==> src/rtl/hsi_mse_pkg.sv <==
`default_nettype none
// ============================================================================
// hsi_mse_pkg: shared types and default sizes for the HSI MSE datapath.
// Rev 1.0
// ============================================================================
package hsi_mse_pkg;

  localparam int NUM_REQ_DEF   = 4;
  localparam int BURST_LEN_DEF = 8;
  localparam int TIMEOUT_DEF   = 16;

  typedef enum logic [0:0] {
    IDLE  = 1'b0,
    GRANT = 1'b1
  } sched_state_t;

endpackage
`default_nettype wire

==> src/rtl/fifo_rr_scheduler_rr_pick.sv <==
`default_nettype none
// ============================================================================
// rr_pick: first set bit of req scanning upward from ptr, wrapping modulo N.
// Rev 1.0
// ============================================================================
module rr_pick
  import hsi_mse_pkg::*;
#(
  parameter int N = NUM_REQ_DEF
) (
  input  logic [N-1:0]         req,
  input  logic [$clog2(N)-1:0] ptr,
  output logic [$clog2(N)-1:0] idx,
  output logic                 any
);

  localparam int IDX_W = $clog2(N);

  always_comb begin
    int j;
    idx = '0;
    any = |req;
    // Walk from the farthest offset down so the nearest hit is written last.
    for (int k = N - 1; k >= 0; k--) begin
      j = int'(ptr) + k;
      if (j >= N) j = j - N;
      if (req[j]) idx = IDX_W'(j);
    end
  end

endmodule
`default_nettype wire

==> src/rtl/fifo_rr_scheduler.sv <==
`default_nettype none
// ============================================================================
// fifo_rr_scheduler: round-robin burst scheduler, NUM_REQ FIFOs -> one consumer.
// FIFO_RR_SCHED_TIMEOUT_EN adds a stall-timeout burst abort.  Rev 1.0
// ============================================================================
module fifo_rr_scheduler
  import hsi_mse_pkg::*;
#(
  parameter int NUM_REQ    = NUM_REQ_DEF,
  parameter int DATA_WIDTH = 16,
  parameter int BURST_LEN  = BURST_LEN_DEF,
  parameter int TIMEOUT    = TIMEOUT_DEF
) (
  input  logic                          clk,
  input  logic                          rst,
  input  logic                          en,
  input  logic [NUM_REQ-1:0]            fifo_empty,
  input  logic [NUM_REQ*DATA_WIDTH-1:0] fifo_data,
  output logic [NUM_REQ-1:0]            fifo_rd_en,
  input  logic                          out_ready,
  output logic                          out_valid,
  output logic [DATA_WIDTH-1:0]         out_data,
  output logic [$clog2(NUM_REQ)-1:0]    out_id,
  output logic                          out_last,
  output logic                          busy,
  output logic                          burst_abort
);

  localparam int IDX_W = $clog2(NUM_REQ);
  localparam int CNT_W = $clog2(BURST_LEN + 1);
  localparam logic [CNT_W-1:0] c_last_cnt = CNT_W'(BURST_LEN - 1);

  sched_state_t     state_q, state_d;
  logic [IDX_W-1:0] rr_ptr_q, rr_ptr_d;
  logic [IDX_W-1:0] sel_q, sel_d;
  logic [CNT_W-1:0] word_cnt_q, word_cnt_d;
  logic             out_valid_q, out_valid_d;
  logic [IDX_W-1:0] out_id_q, out_id_d;
  logic             out_last_q, out_last_d;

  logic             w_pop;
  logic             w_pick_any;
  logic [IDX_W-1:0] w_pick_idx;
  logic [IDX_W-1:0] w_sel_next;
  logic [DATA_WIDTH-1:0] w_word [NUM_REQ];

`ifdef FIFO_RR_SCHED_TIMEOUT_EN
  localparam int STALL_W = $clog2(TIMEOUT + 1);
  logic [STALL_W-1:0] stall_q, stall_d;
  logic               burst_abort_q, burst_abort_d;
`endif

  rr_pick #(.N(NUM_REQ)) u_pick (
    .req (~fifo_empty),
    .ptr (rr_ptr_q),
    .idx (w_pick_idx),
    .any (w_pick_any)
  );

  genvar g;
  generate
    for (g = 0; g < NUM_REQ; g++) begin : g_unpack
      assign w_word[g] = fifo_data[g*DATA_WIDTH +: DATA_WIDTH];
    end
  endgenerate

  assign w_sel_next = (sel_q == IDX_W'(NUM_REQ - 1)) ? '0 : sel_q + IDX_W'(1);

  always_comb begin
    state_d     = state_q;
    rr_ptr_d    = rr_ptr_q;
    sel_d       = sel_q;
    word_cnt_d  = word_cnt_q;
    w_pop       = (state_q == GRANT) && !fifo_empty[sel_q] && out_ready;
    out_valid_d = w_pop;
    out_id_d    = sel_q;
    out_last_d  = w_pop && (word_cnt_q == c_last_cnt);
`ifdef FIFO_RR_SCHED_TIMEOUT_EN
    stall_d       = stall_q;
    burst_abort_d = 1'b0;
`endif
    case (state_q)
      IDLE: begin
        if (en && w_pick_any) begin
          sel_d      = w_pick_idx;
          word_cnt_d = '0;
          state_d    = GRANT;
`ifdef FIFO_RR_SCHED_TIMEOUT_EN
          stall_d    = '0;
`endif
        end
      end
      GRANT: begin
        if (w_pop) begin
          word_cnt_d = word_cnt_q + CNT_W'(1);
          if (word_cnt_q == c_last_cnt) begin
            state_d  = IDLE;
            rr_ptr_d = w_sel_next;
          end
`ifdef FIFO_RR_SCHED_TIMEOUT_EN
          stall_d = '0;
        end else if (fifo_empty[sel_q]) begin
          // Abort on the TIMEOUT-th consecutive empty cycle of the granted FIFO.
          if (stall_q == STALL_W'(TIMEOUT - 1)) begin
            stall_d       = '0;
            burst_abort_d = 1'b1;
            state_d       = IDLE;
            rr_ptr_d      = w_sel_next;
          end else begin
            stall_d = stall_q + STALL_W'(1);
          end
`endif
        end
      end
      default: state_d = IDLE;
    endcase
  end

  always_ff @(posedge clk or posedge rst) begin
    if (rst) begin
      state_q     <= IDLE;
      rr_ptr_q    <= '0;
      sel_q       <= '0;
      word_cnt_q  <= '0;
      out_valid_q <= 1'b0;
      out_id_q    <= '0;
      out_last_q  <= 1'b0;
    end else begin
      state_q     <= state_d;
      rr_ptr_q    <= rr_ptr_d;
      sel_q       <= sel_d;
      word_cnt_q  <= word_cnt_d;
      out_valid_q <= out_valid_d;
      out_id_q    <= out_id_d;
      out_last_q  <= out_last_d;
    end
  end

`ifdef FIFO_RR_SCHED_TIMEOUT_EN
  always_ff @(posedge clk or posedge rst) begin
    if (rst) begin
      stall_q       <= '0;
      burst_abort_q <= 1'b0;
    end else begin
      stall_q       <= stall_d;
      burst_abort_q <= burst_abort_d;
    end
  end
  assign burst_abort = burst_abort_q;
`else
  assign burst_abort = 1'b0;
`endif

  assign fifo_rd_en = w_pop ? (NUM_REQ'(1) << sel_q) : '0;
  assign out_valid  = out_valid_q;
  assign out_id     = out_id_q;
  assign out_last   = out_last_q;
  // FIFO data lags rd_en by one cycle, so it lines up with the registered id.
  assign out_data   = out_valid_q ? w_word[out_id_q] : '0;
  assign busy       = (state_q == GRANT);

endmodule
`default_nettype wire

==> config.mk <==
export PLATFORM = sky130hd
export DESIGN_NAME = fifo_rr_scheduler
export DESIGN_NICKNAME = d
export VERILOG_FILES = /design/src/rtl/hsi_mse_pkg.sv /design/src/rtl/fifo_rr_scheduler_rr_pick.sv /design/src/rtl/fifo_rr_scheduler.sv
export SDC_FILE = /design/constraint.sdc
export NUM_CORES = 1
export LEC_CHECK = 0
export CORE_ASPECT_RATIO = 1.4
export CORE_MARGIN = 2
export CORE_UTILIZATION = 33
export DETAILED_ROUTE_END_ITERATION = 10
export PLACE_DENSITY = 0.78
export SLEW_MARGIN = 5
export SYNTH_ARGS = -nofsm -noshare
export SYNTH_HDL_FRONTEND = slang
export SYNTH_SLANG_ARGS = --single-unit
==> constraint.sdc <==
create_clock -name clk -period 1.95 [get_ports clk]
set_input_delay 0.195 -clock clk [delete_from_list [all_inputs] [get_ports clk]]
set_output_delay 0.195 -clock clk [all_outputs]
set_load 0.02 [all_outputs]
* Word level (Yosys, flattened, before mapping) *
Cells that the tools add are included.

cells by class
  add/sub/neg operators = 9
  multipliers = 0
  divide/modulo/power cells = 0
  order comparisons = 10
  equality and inequality tests = 4
  shifts and indexed selects = 1
  mux-type cells = 35
  bitwise operators = 3
  reductions and logical operators = 9

operators with widths
  kind                     count
  $lt A32 B4 Y1 const B    4
  $mux W32                 4
  $ge A32 B4 Y1 const B    3
  $sub A32 B4 Y32 const B  3
  $mux W16                 3
  $bmux W16 S2             1
  $mux W1                  12
  $mux W4                  3
  $bmux W1 S2              5
  $mux W2                  5
  $pmux W4 S2              1
  $add A2 B2 Y3 const B    2
  $add A4 B1 Y4 const B    1
  $eq A4 B3 Y1 const B     1
  $logic_and A1 B1 Y1      4
  $not A4 Y4               1
  $reduce_and A2 Y1        2
  $reduce_or A4 Y1         1
  $shl A1 B2 Y4 const A    1
  $sub A2 B3 Y4 const B    1
  $add A2 B1 Y3 const B    1
  $ge A2 B3 Y1 const B     1
  $ge A3 B3 Y1 const B     1
  $lt A2 B3 Y1 const B     1
  other kinds (9)          9

word-level totals
  flip-flop bits (word level) = 13
  bits in latches = 0
  RAM bits = 0
  bits in read-only memories = 0
  input bits = 72
  memories kept = 0

* Longest topological paths before layout *
Gate-level depths: netlist of run 1.

  depth in word-level cells = 10
  mapped depth = 5
  gate-level depth less buffers = 4

* By module *
A second synthesis of run 1 with hierarchy kept.

second synthesis, totals
  cell total of the unflattened synthesis = 107
  area, all modules = 1243.7 um^2

by module, submodules not included
  module             instances  cells an instance  area an instance (um^2)
  fifo_rr_scheduler  1          94                 1166.1
  rr_pick            1          13                 77.6

* Least setup slack after synthesis of run 1 *
OpenSTA, ideal clock, no wires.

  path type = register to output
  from = register out_id_q[0], in the netlist out_id[0]
  to = output port out_data[0]
  arrival time = 1.655 ns
  required time = 1.755 ns
  slack = 0.100 ns
  cell stages (with the launch flop) = 5
  path buffers = 2
  cells stage by stage = dfrtp_1 -> buf_2 -> buf_4 -> mux4_2 -> and2_1

between the ends
  cells in the longest elaborated chain, start to end = 5

ends and longest elaborated chain
  item                                         line                      RTL
  from (decl)                                  fifo_rr_scheduler.sv:38   logic [IDX_W-1:0] out_id_q, out_id_d;
  from (signal assigned)                       fifo_rr_scheduler.sv:134  out_id_q <= out_id_d;
  $not A2 Y3 (implied by the code)             fifo_rr_scheduler.sv:159  assign out_data = out_valid_q ? w_word[out_id_q] : '0;
  $bmux W16 S2                                 fifo_rr_scheduler.sv:159
  $mux W16 (implied by the code) (2 in a row)  fifo_rr_scheduler.sv:159
  $mux W16                                     fifo_rr_scheduler.sv:159
  to (decl)                                    fifo_rr_scheduler.sv:22   output logic [DATA_WIDTH-1:0] out_data,

Every way passes these cells. The select of a mux whose other input is x is not followed.

* Worst setup path after layout of run 1 *
  from = register out_id_q[0], in the netlist out_id[0]
  to = output port out_data[4]

The elaborated chain is that of the path after synthesis.

==> out/qor.txt, run 1 <==
Max Freq = 526 MHz
GPL Wtd Cong = 0.800
DRC viols = 0
mean number of vias per cell = 5.14
CTS sink count = 13
crit path kind = register to output pin
most frequent cells in the layout = clkdlybuf4s50_1, and2_1, mux4_2
Top Family by Delay on Critical Path = multiplexers
area delta synth->final = 93.9%
pins over their slew limit = 0
detailed placer's ending HPWL = 3570 um
Ant. Diodes = 0
Synth area leaders = mux4_2, dfrtp_1, and2_1
Mapped Cells = 103
worst reg2reg path depth = 5
pre-CTS setup slack = -0.136 ns
total global routing overflow = 0
# port buffers = 96
Power Density = 1020 nW/um2
Final #Nets = 286
setup slack after layout = 0.0493 ns
Mapped Nets = 180
crit-path max cell delay = 0.48 ns
status = finished clean
maximum root-to-sink buffer count = 2
CP Capture Type = output pin
share of power burned in registers = 0.229
fraction of layout cells with a size suffix above 1 = 0.269
Bufs and invs on worst path = 3
Max-cap violations = 0
fin cells = 248
Comb pwr share = 0.669
number of flops mapped to enable cells by yosys = 0
Post-synth ARST share = 1.00
Die Y = 74.9 um
routed wire length = 4380 um
Main synth FF type = dfrtp_1
Reg clk slew, reported paths = 0.06 ns
CTS Buf Count = 3
area of the die = 4100 um2
RSZ-0062 raised after global routing = yes
IO Pins = 98
Starting DRT DRC Count = 25
post-synth top area cell = mux4_2
Final Cycle Share = 0.975
Crit path arrival time = 1.71 ns
slowest cell on the critical path = mux4_2
Die X = 54.7 um
CP Cell Sequence = buf_12 -> buf_8 -> mux4_2 -> and2_1 -> buf_2
register area = 327 um2
Final Hold Vio Count = 0
Critical Path Fanout Max = 7
Syn Area/Cell = 11.5 um2
Fillers = 272
Sw Share = 0.393
synthesized area = 1190 um2
Skew-Pair Late Insertion Delay = 0.25 ns
vias = 1275
Critical Path Stages = 5
pin count of the biggest net entering global routing = 18
Post-CTS Hold Fix Bufs = 0
post-route ant nets = 0
CTS tree = built
CP Launch Type = register
Synth top area share = 0.304
Cells after DPL = 241
clock share of power = 0.103
most common cell after layout, fill and taps aside = clkdlybuf4s50_1
clk_skew = 0.00641 ns
FP Rows = 25
# setup viols final = 0
fin crit period = 1.90 ns
initial antenna violation count = 0
worst path required time = 1.75 ns
Int Power = 1430 uW
Ys Warns = 0
Hold/Removal Path Class = primary input to async pin
Root Driver = clkbuf_8
DRT Pass-1 Iters = 4
library cells used by synthesis = 26
Initial Util = 0.348
first-pass GRT wire length = 6370 um
maximum VDD drop = 0.000645 V
sequential area share after synthesis = 0.274
Avg WL per Cell = 17.7 um
H-tree depth = 1
Psw = 922 uW
Multi-input gate area = 816 um2
number of global-route vias before repair = 1329
synthesized flop and latch total = 13
area of the core = 3410 um2
gr usage total = 0.217
LEAKAGE = 0.000975 uW
-- registers in the layout, summed over array words and instances (netlist names) --
name        flops
word_cnt_q      4
out_id_d        2
rr_ptr_q        2
out_last        1
out_id          2
busy            1
out_valid       1
-- cell usage after synthesis (2+ instances only) --
cell	count
and2_1	20
mux4_2	16
dfrtp_1	13
nand2_1	7
inv_1	6
o21ai_0	6
ha_1	5
buf_4	3
mux2i_1	3
buf_2	2
clkbuf_1	2
mux2_1	2
mux2_2	2
nand3_1	2
nand4_1	2
nor2_1	2
-- routing by layer --
metal  share of wire  global-route usage  vias up
met5               0                   0        -
met4           0.018              0.0722        0
met3            0.17              0.0873        9
met2            0.51               0.411       78
met1            0.30               0.199      602
li1                -                   -      586
-- kinds of logic after synthesis --
group           count (synthesis)  synth area share
simple gates                   36             0.176
mux                            24             0.380
buf+inv                        13            0.0527
flops                          13             0.274
compound gates                 11            0.0612
fa+ha+maj                       5            0.0527
other cells                     1           0.00316
-- per-stage QoR --
step	TNS [ns]	hold slack [ns]	total power, uW	cell area, um2	utilization
final	0	0.263	2350	2300	0.674
after global routing	-0.0620	0.297	2510	2300	0.674
after CTS	-0.0522	0.279	2290	2260	0.664
after global placement	-0.546	0.458	2030	2250	0.660
after floorplan	0	0.0720	1390	1190	-
after detailed placement	-0.826	0.479	2090	2250	0.660
-- power groups by stage --
stage | registers [uW] | clock network (uW) | logic (uW)
2_1_floorplan | 513 | 0 | 875
3_3_place_gp | 525 | 0 | 1510
3_5_place_dp | 539 | 0 | 1550
4_1_cts | 537 | 242 | 1510
5_1_grt | 561 | 259 | 1690
6_report | 537 | 241 | 1570
-- repair_timing --
item / CTS / global route
cloned: 0 / 0
endpoints found under the hold margin: 0 / 0
resized for setup: 60 / 24
setup endpoints to repair: 20 / 18
buffers inserted: 3 / 1
-- area by class of cell --
cell class | instances | share of cell area
Timing Repair Buffer | 108 | 0.452
Multi-Input combinational cell | 77 | 0.355
Sequential cell | 13 | 0.142
Tap cell | 40 | 0.0218
Clock buffer | 4 | 0.0196
Inverter | 6 | 0.00979
-- final timing paths --
check | slack, ns | end | from
worst max-delay path | 0.05 | out_data[4] | out_id[0]$_DFF_PP0_
worst min register to register | 0.46 | out_id[0]$_DFF_PP0_ | out_id_d[0]$_DFFE_PP0P_
min in group clk | 0.46 | out_id[0]$_DFF_PP0_ | out_id_d[0]$_DFFE_PP0P_
worst max register to register | 0.09 | rr_ptr_q[1]$_DFFE_PP0P_ | out_id_d[0]$_DFFE_PP0P_
worst min-delay path | 0.26 | rr_ptr_q[1]$_DFFE_PP0P_ | rst
max in group asynchronous | 1.32 | out_id_d[0]$_DFFE_PP0P_ | rst
Note: power is estimated with default switching activity, not from simulation.
==> run 2: changes to the inputs <==
MAX_ROUTING_LAYER = met4   (was unset)
==> run 2 against run 1 <==
Sequential share of layout area did not move. First-iteration DRC count did not move. Die area did not move. Clock power barely moved. Global-route usage rose by 0.65 points. Setup slack barely moved. Register-to-register slack barely moved. Count of clock-buffer cells in the layout did not move. Critical endpoint unchanged.
==> out/qor.txt, run 2 (synthesized netlist as in run 1, its figures left out) <==
status = finished clean
Avg WL per Cell = 17.7 um (about the same)
DRT Pass-1 Iters = 4 (unchanged)
clk_skew = 0.00584 ns (-0.000566 ns)
Final Cycle Share = 0.975 (about the same)
area delta synth->final = 93.9% (unchanged)
initial antenna violation count = 0 (unchanged)
fin crit period = 1.90 ns (+0.000101 ns)
routed wire length = 4380 um (about the same)
CTS Buf Count = 3 (unchanged)
pre-CTS setup slack = -0.136 ns (unchanged)
setup TNS = 0 ns (unchanged)
maximum VDD drop = 0.000646 V (about the same)
Final Hold Vio Count = 0 (unchanged)
setup slack after layout = 0.0492 ns (-0.000101 ns)
H-tree depth = 1 (unchanged)
LEAKAGE = 0.000975 uW (unchanged)
Cells after DPL = 241 (unchanged)
pins over their slew limit = 0 (unchanged)
Root Driver = clkbuf_8
fin cells = 248 (unchanged)
Skew-Pair Late Insertion Delay = 0.25 ns (about the same)
Crit path arrival time = 1.71 ns (about the same)
gr usage total = 0.224 (+0.00652)
DRC viols = 0 (unchanged)
RSZ-0062 raised after global routing = yes
Power Density = 1020 nW/um2 (about the same)
Design Power = 2350 uW (about the same)
Final #Nets = 286 (unchanged)
Hold/Removal Path Class = primary input to async pin
Die X = 54.7 um (unchanged)
WHS = 0.262 ns (-0.00132 ns)
Reg clk slew, reported paths = 0.05 ns (about the same)
number of global-route vias before repair = 1331 (+0.15%)
mean number of vias per cell = 5.17 (+0.55%)
# port buffers = 96 (unchanged)
GPL Wtd Cong = 0.812 (+1.4%)
post-route ant nets = 0 (unchanged)
# setup viols final = 0 (unchanged)
vias = 1282 (+0.55%)
R2R Path End = rr_ptr_q[1]$_DFFE_PP0P_
Initial Util = 0.348 (unchanged)
worst reg2reg path depth = 5 (unchanged)
max reg flops = 4 (unchanged)
CP Launch Type = register
area of the die = 4100 um2 (unchanged)
Ant. Diodes = 0 (unchanged)
most common cell after layout, fill and taps aside = clkdlybuf4s50_1
Fillers = 272 (unchanged)
worst path required time = 1.75 ns (about the same)
fraction of layout cells with a size suffix above 1 = 0.269 (unchanged)
crit path kind = register to output pin
maximum root-to-sink buffer count = 2 (unchanged)
Starting DRT DRC Count = 25 (unchanged)
RR Startpoint = out_id_d[0]$_DFFE_PP0P_
FP Rows = 25 (unchanged)
area of the core = 3410 um2 (unchanged)
Max Freq = 526 MHz (about the same)
most frequent cells in the layout = clkdlybuf4s50_1, and2_1, mux4_2
Max-cap violations = 0 (unchanged)
CTS sink count = 13 (unchanged)
Die Y = 74.9 um (unchanged)
CTS tree = built
worst-case register-to-register setup slack = 0.09 ns (about the same)
pin count of the biggest net entering global routing = 18 (unchanged)
Critical Path Fanout Max = 7 (unchanged)
CP Capture Type = output pin
IO Pins = 98 (unchanged)
most flop-heavy register = word_cnt_q
total global routing overflow = 0 (unchanged)
Multi-input gate area = 816 um2 (unchanged)
register area = 327 um2 (unchanged)
detailed placer's ending HPWL = 3570 um (unchanged)
first-pass GRT wire length = 6370 um (unchanged)
==> run 2: cell counts in the layout (fill, tap and decap cells not counted) <==
No cell type changed its count.
==> run 2: power breakdown <==
group          internal (uW)  total, uW  switching, uW
clock network            144        240           95.9
logic                    904       1570            668
registers                379        539            160
==> run 2: cell type report <==
class,instances,share of cell area
flip-flops and latches,13,0.142
well taps,40,0.0218
inverters,6,0.00979
multi-input cells,77,0.355
repair buffers,108,0.452
clock buffers,4,0.0196
==> run 2: how the worst max path moves through the flow <==
stage,startpoint,end,slack (ns)
after floorplan,out_id[0]$_DFF_PP0_,out_data[0],0.10
after detailed placement,fifo_empty[2],fifo_rd_en[0],-0.14
after global routing,out_id[0]$_DFF_PP0_,out_data[4],-0.03
after CTS,out_id[0]$_DFF_PP0_,out_data[13],-0.05
after global placement,fifo_empty[2],fifo_rd_en[0],-0.10
final,out_id[0]$_DFF_PP0_,out_data[4],0.05
==> run 2: metal layers <==
metal,track usage,share of wire,vias up
met5,-,0,-
met4,0.0722,0.017,0
met3,0.0873,0.16,9
met2,0.410,0.51,78
met1,0.201,0.31,607
li1,-,-,588
==> run 2: critical path, stage by stage (launching register included) <==
cell	delay, ns
dfrtp_1	0.38
buf_12	0.14
buf_8	0.12
mux4_2	0.48
and2_1	0.18
buf_2	0.16
==> run 2: stage by stage <==
| step | cell area, um2 | util |
|---|---|---|
| 5_1_grt | 2300 | 0.674 |
| 3_5_place_dp | 2250 | 0.660 |
| 2_1_floorplan | 1190 | - |
| 3_3_place_gp | 2250 | 0.660 |
| 6_report | 2300 | 0.674 |
| 4_1_cts | 2260 | 0.664 |
==> run 2: timing repair <==
action | in CTS | in global routing
setup endpoints to repair | 20 | 18
hold buffers | 0 | 0
buffers inserted | 3 | 1
gates resized for setup | 60 | 24
==> run 3: changes to the inputs <==
CORE_MARGIN = unset   (was 2)
==> run 3 against run 2 <==
Wire length is 0.68% lower. Setup slack better by 0.013 ns. Non-clock buffer count is 1 higher. Count of clock-buffer cells in the layout stayed put. Global-route usage is 1.3 points higher. Core utilization is 0.88 points lower. Final cell count is 0.40% higher. Clock power is 3% lower. Worst hold slack better by 0.0028 ns. Die area is 6.2% lower. Clock skew is 0.00091 ns lower. Critical endpoint unchanged. Highest routed layer unchanged.
==> out/qor.txt, run 3 (synthesized netlist as in run 1, its figures left out) <==
first-pass GRT wire length = 6330 um (-0.64%)
Finished Core Util = 0.666 (-0.00881)
RR Startpoint = out_id_d[0]$_DFFE_PP0P_
Starting DRT DRC Count = 13 (-48%)
Critical Path Fanout Max = 6 (-1)
crit path kind = register to output pin
routed wire length = 4350 um (-0.68%)
detailed placer's ending HPWL = 3670 um (+2.7%)
Area after DPL = 2260 um2 (+0.33%)
CTS Buf Count = 3 (unchanged)
worst-case register-to-register setup slack = 0.08 ns (about the same)
area delta synth->final = 91.4%
Die Y = 72.9 um (-2.7%)
CTS tree = built
IO Pins = 98 (unchanged)
Post-CTS Hold Fix Bufs = 0 (unchanged)
pins over their slew limit = 0 (unchanged)
LEAKAGE = 0.000973 uW (-0.26%)
Final Hold Vio Count = 0 (unchanged)
Final Cycle Share = 0.968 (-0.00680)
worst path required time = 1.75 ns (about the same)
area of the die = 3840 um2 (-6.2%)
worst reg2reg path depth = 5 (unchanged)
clk_skew = 0.00494 ns (-0.000906 ns)
post-route ant nets = 0 (unchanged)
R2R Path End = rr_ptr_q[0]$_DFFE_PP0P_
Crit path arrival time = 1.69 ns (-0.02 ns)
maximum root-to-sink buffer count = 2 (unchanged)
CP Capture Type = output pin
area of the core = 3410 um2 (unchanged)
GPL Wtd Cong = 0.795 (-2.0%)
Max Freq = 530 MHz (+0.70%)
max reg flops = 4 (unchanged)
status = finished clean
Final #Nets = 287 (+0.35%)
CP Launch Type = register
Psw = 903 uW (-2.2%)
setup TNS = 0 ns (unchanged)
RSZ-0062 raised after global routing = no
WHS = 0.265 ns (+0.00278 ns)
Critical Path End = out_data[4]
Skew-Pair Late Insertion Delay = 0.24 ns (about the same)
Initial Util = 0.348 (unchanged)
maximum VDD drop = 0.000790 V (+22%)
Power Density = 1010 nW/um2 (-1.6%)
share of power burned in registers = 0.233 (+0.004)
Comb pwr share = 0.665 (-0.004)
Avg WL per Cell = 17.5 um (-1.1%)
Die X = 52.7 um (-3.7%)
Root Driver = clkbuf_8
initial antenna violation count = 0 (unchanged)
# setup viols final = 0 (unchanged)
Ant. Diodes = 0 (unchanged)
final instance area = 2270 um2 (-1.3%)
Hold/Removal Path Class = primary input to async pin
DRC viols = 0 (unchanged)
mean number of vias per cell = 5.26 (+1.7%)
DRT Pass-1 Iters = 4 (unchanged)
most common cell after layout, fill and taps aside = clkdlybuf4s50_1
Int Power = 1380 uW (-3.3%)
FP Rows = 25 (unchanged)
Sw Share = 0.396 (+0.00270)
most flop-heavy register = word_cnt_q
pin count of the biggest net entering global routing = 18 (unchanged)
clock share of power = 0.103 (about the same)
vias = 1309 (+2.1%)
CTS sink count = 13 (unchanged)
fraction of layout cells with a size suffix above 1 = 0.263 (-0.00607)
# port buffers = 96 (unchanged)
Reg clk slew, reported paths = 0.05 ns (about the same)
Worst Setup SP = out_id[0]$_DFF_PP0_
most frequent cells in the layout = clkdlybuf4s50_1, and2_1, mux4_2
fin crit period = 1.89 ns (-0.0133 ns)
H-tree depth = 1 (unchanged)
total global routing overflow = 0 (unchanged)
number of global-route vias before repair = 1364 (+2.5%)
gr usage total = 0.237 (+0.0131)
Max-cap violations = 0 (unchanged)
-- run 3: changes by cell type in the layout (fill, tap and decap cells not counted), sizes merged --
cell and delta:
clkbuf +2, clkdlybuf4s15 -1
-- run 3: power by group through the flow --
stage	combinational, uW	sequential (uW)	clock (uW)
floorplan	875	513	0
global placement	1510	523	0
detailed placement	1560	535	0
CTS	1530	528	235
global route	1620	556	242
finish	1520	531	234
-- run 3: critical path: stages, from the launching register on --
cell and delay [ns]:
dfrtp_1 0.36, buf_6 0.14, buf_6 0.13, mux4_2 0.50, and2_1 0.17, buf_2 0.15
-- run 3: worst min-delay path by stage --
stage | to | slack [ns] | depth (start not counted)
3_5_place_dp | word_cnt_q[3]$_DFFE_PP0P_ | 0.47 | 1
4_1_cts | rr_ptr_q[1]$_DFFE_PP0P_ | 0.28 | 2
3_3_place_gp | word_cnt_q[3]$_DFFE_PP0P_ | 0.46 | 1
5_1_grt | word_cnt_q[3]$_DFFE_PP0P_ | 0.33 | 2
6_report | out_last$_DFF_PP0_ | 0.26 | 2
2_1_floorplan | busy$_DFF_PP0_ | 0.07 | 1
-- run 3: layout make-up --
class                   instances  area, um2
multi-input cells              77        811
fillers                       254       1140
well taps                      40       50.0
flip-flops and latches         13        327
repair buffers                109       1010
clock buffers                   4       45.0
inverters                       6       22.5
-- run 3: metrics by stage --
step / setup slack (ns) / instances / total power, uW
after floorplan: 0.100 / 103 / 1390
after global placement: -0.0974 / 242 / 2030
after detailed placement: -0.187 / 242 / 2100
after CTS: -0.00733 / 250 / 2290
after global routing: 0.00645 / 249 / 2420
final: 0.0624 / 249 / 2280
-- run 3: timing repair --
| item | CTS | global route |
|---|---|---|
| setup endpoints to repair | 20 | 20 |
| buffers inserted | 4 | 0 |
| gates resized for setup | 59 | 16 |
-- run 3: metal layers --
| layer | vias to the layer above | share of wire | global-route usage |
|---|---|---|---|
| li1 | 590 | - | - |
| met1 | 622 | 0.30 | 0.213 |
| met2 | 82 | 0.53 | 0.437 |
| met3 | 15 | 0.13 | 0.0646 |
| met4 | 0 | 0.036 | 0.114 |
| met5 | - | 0 | - |
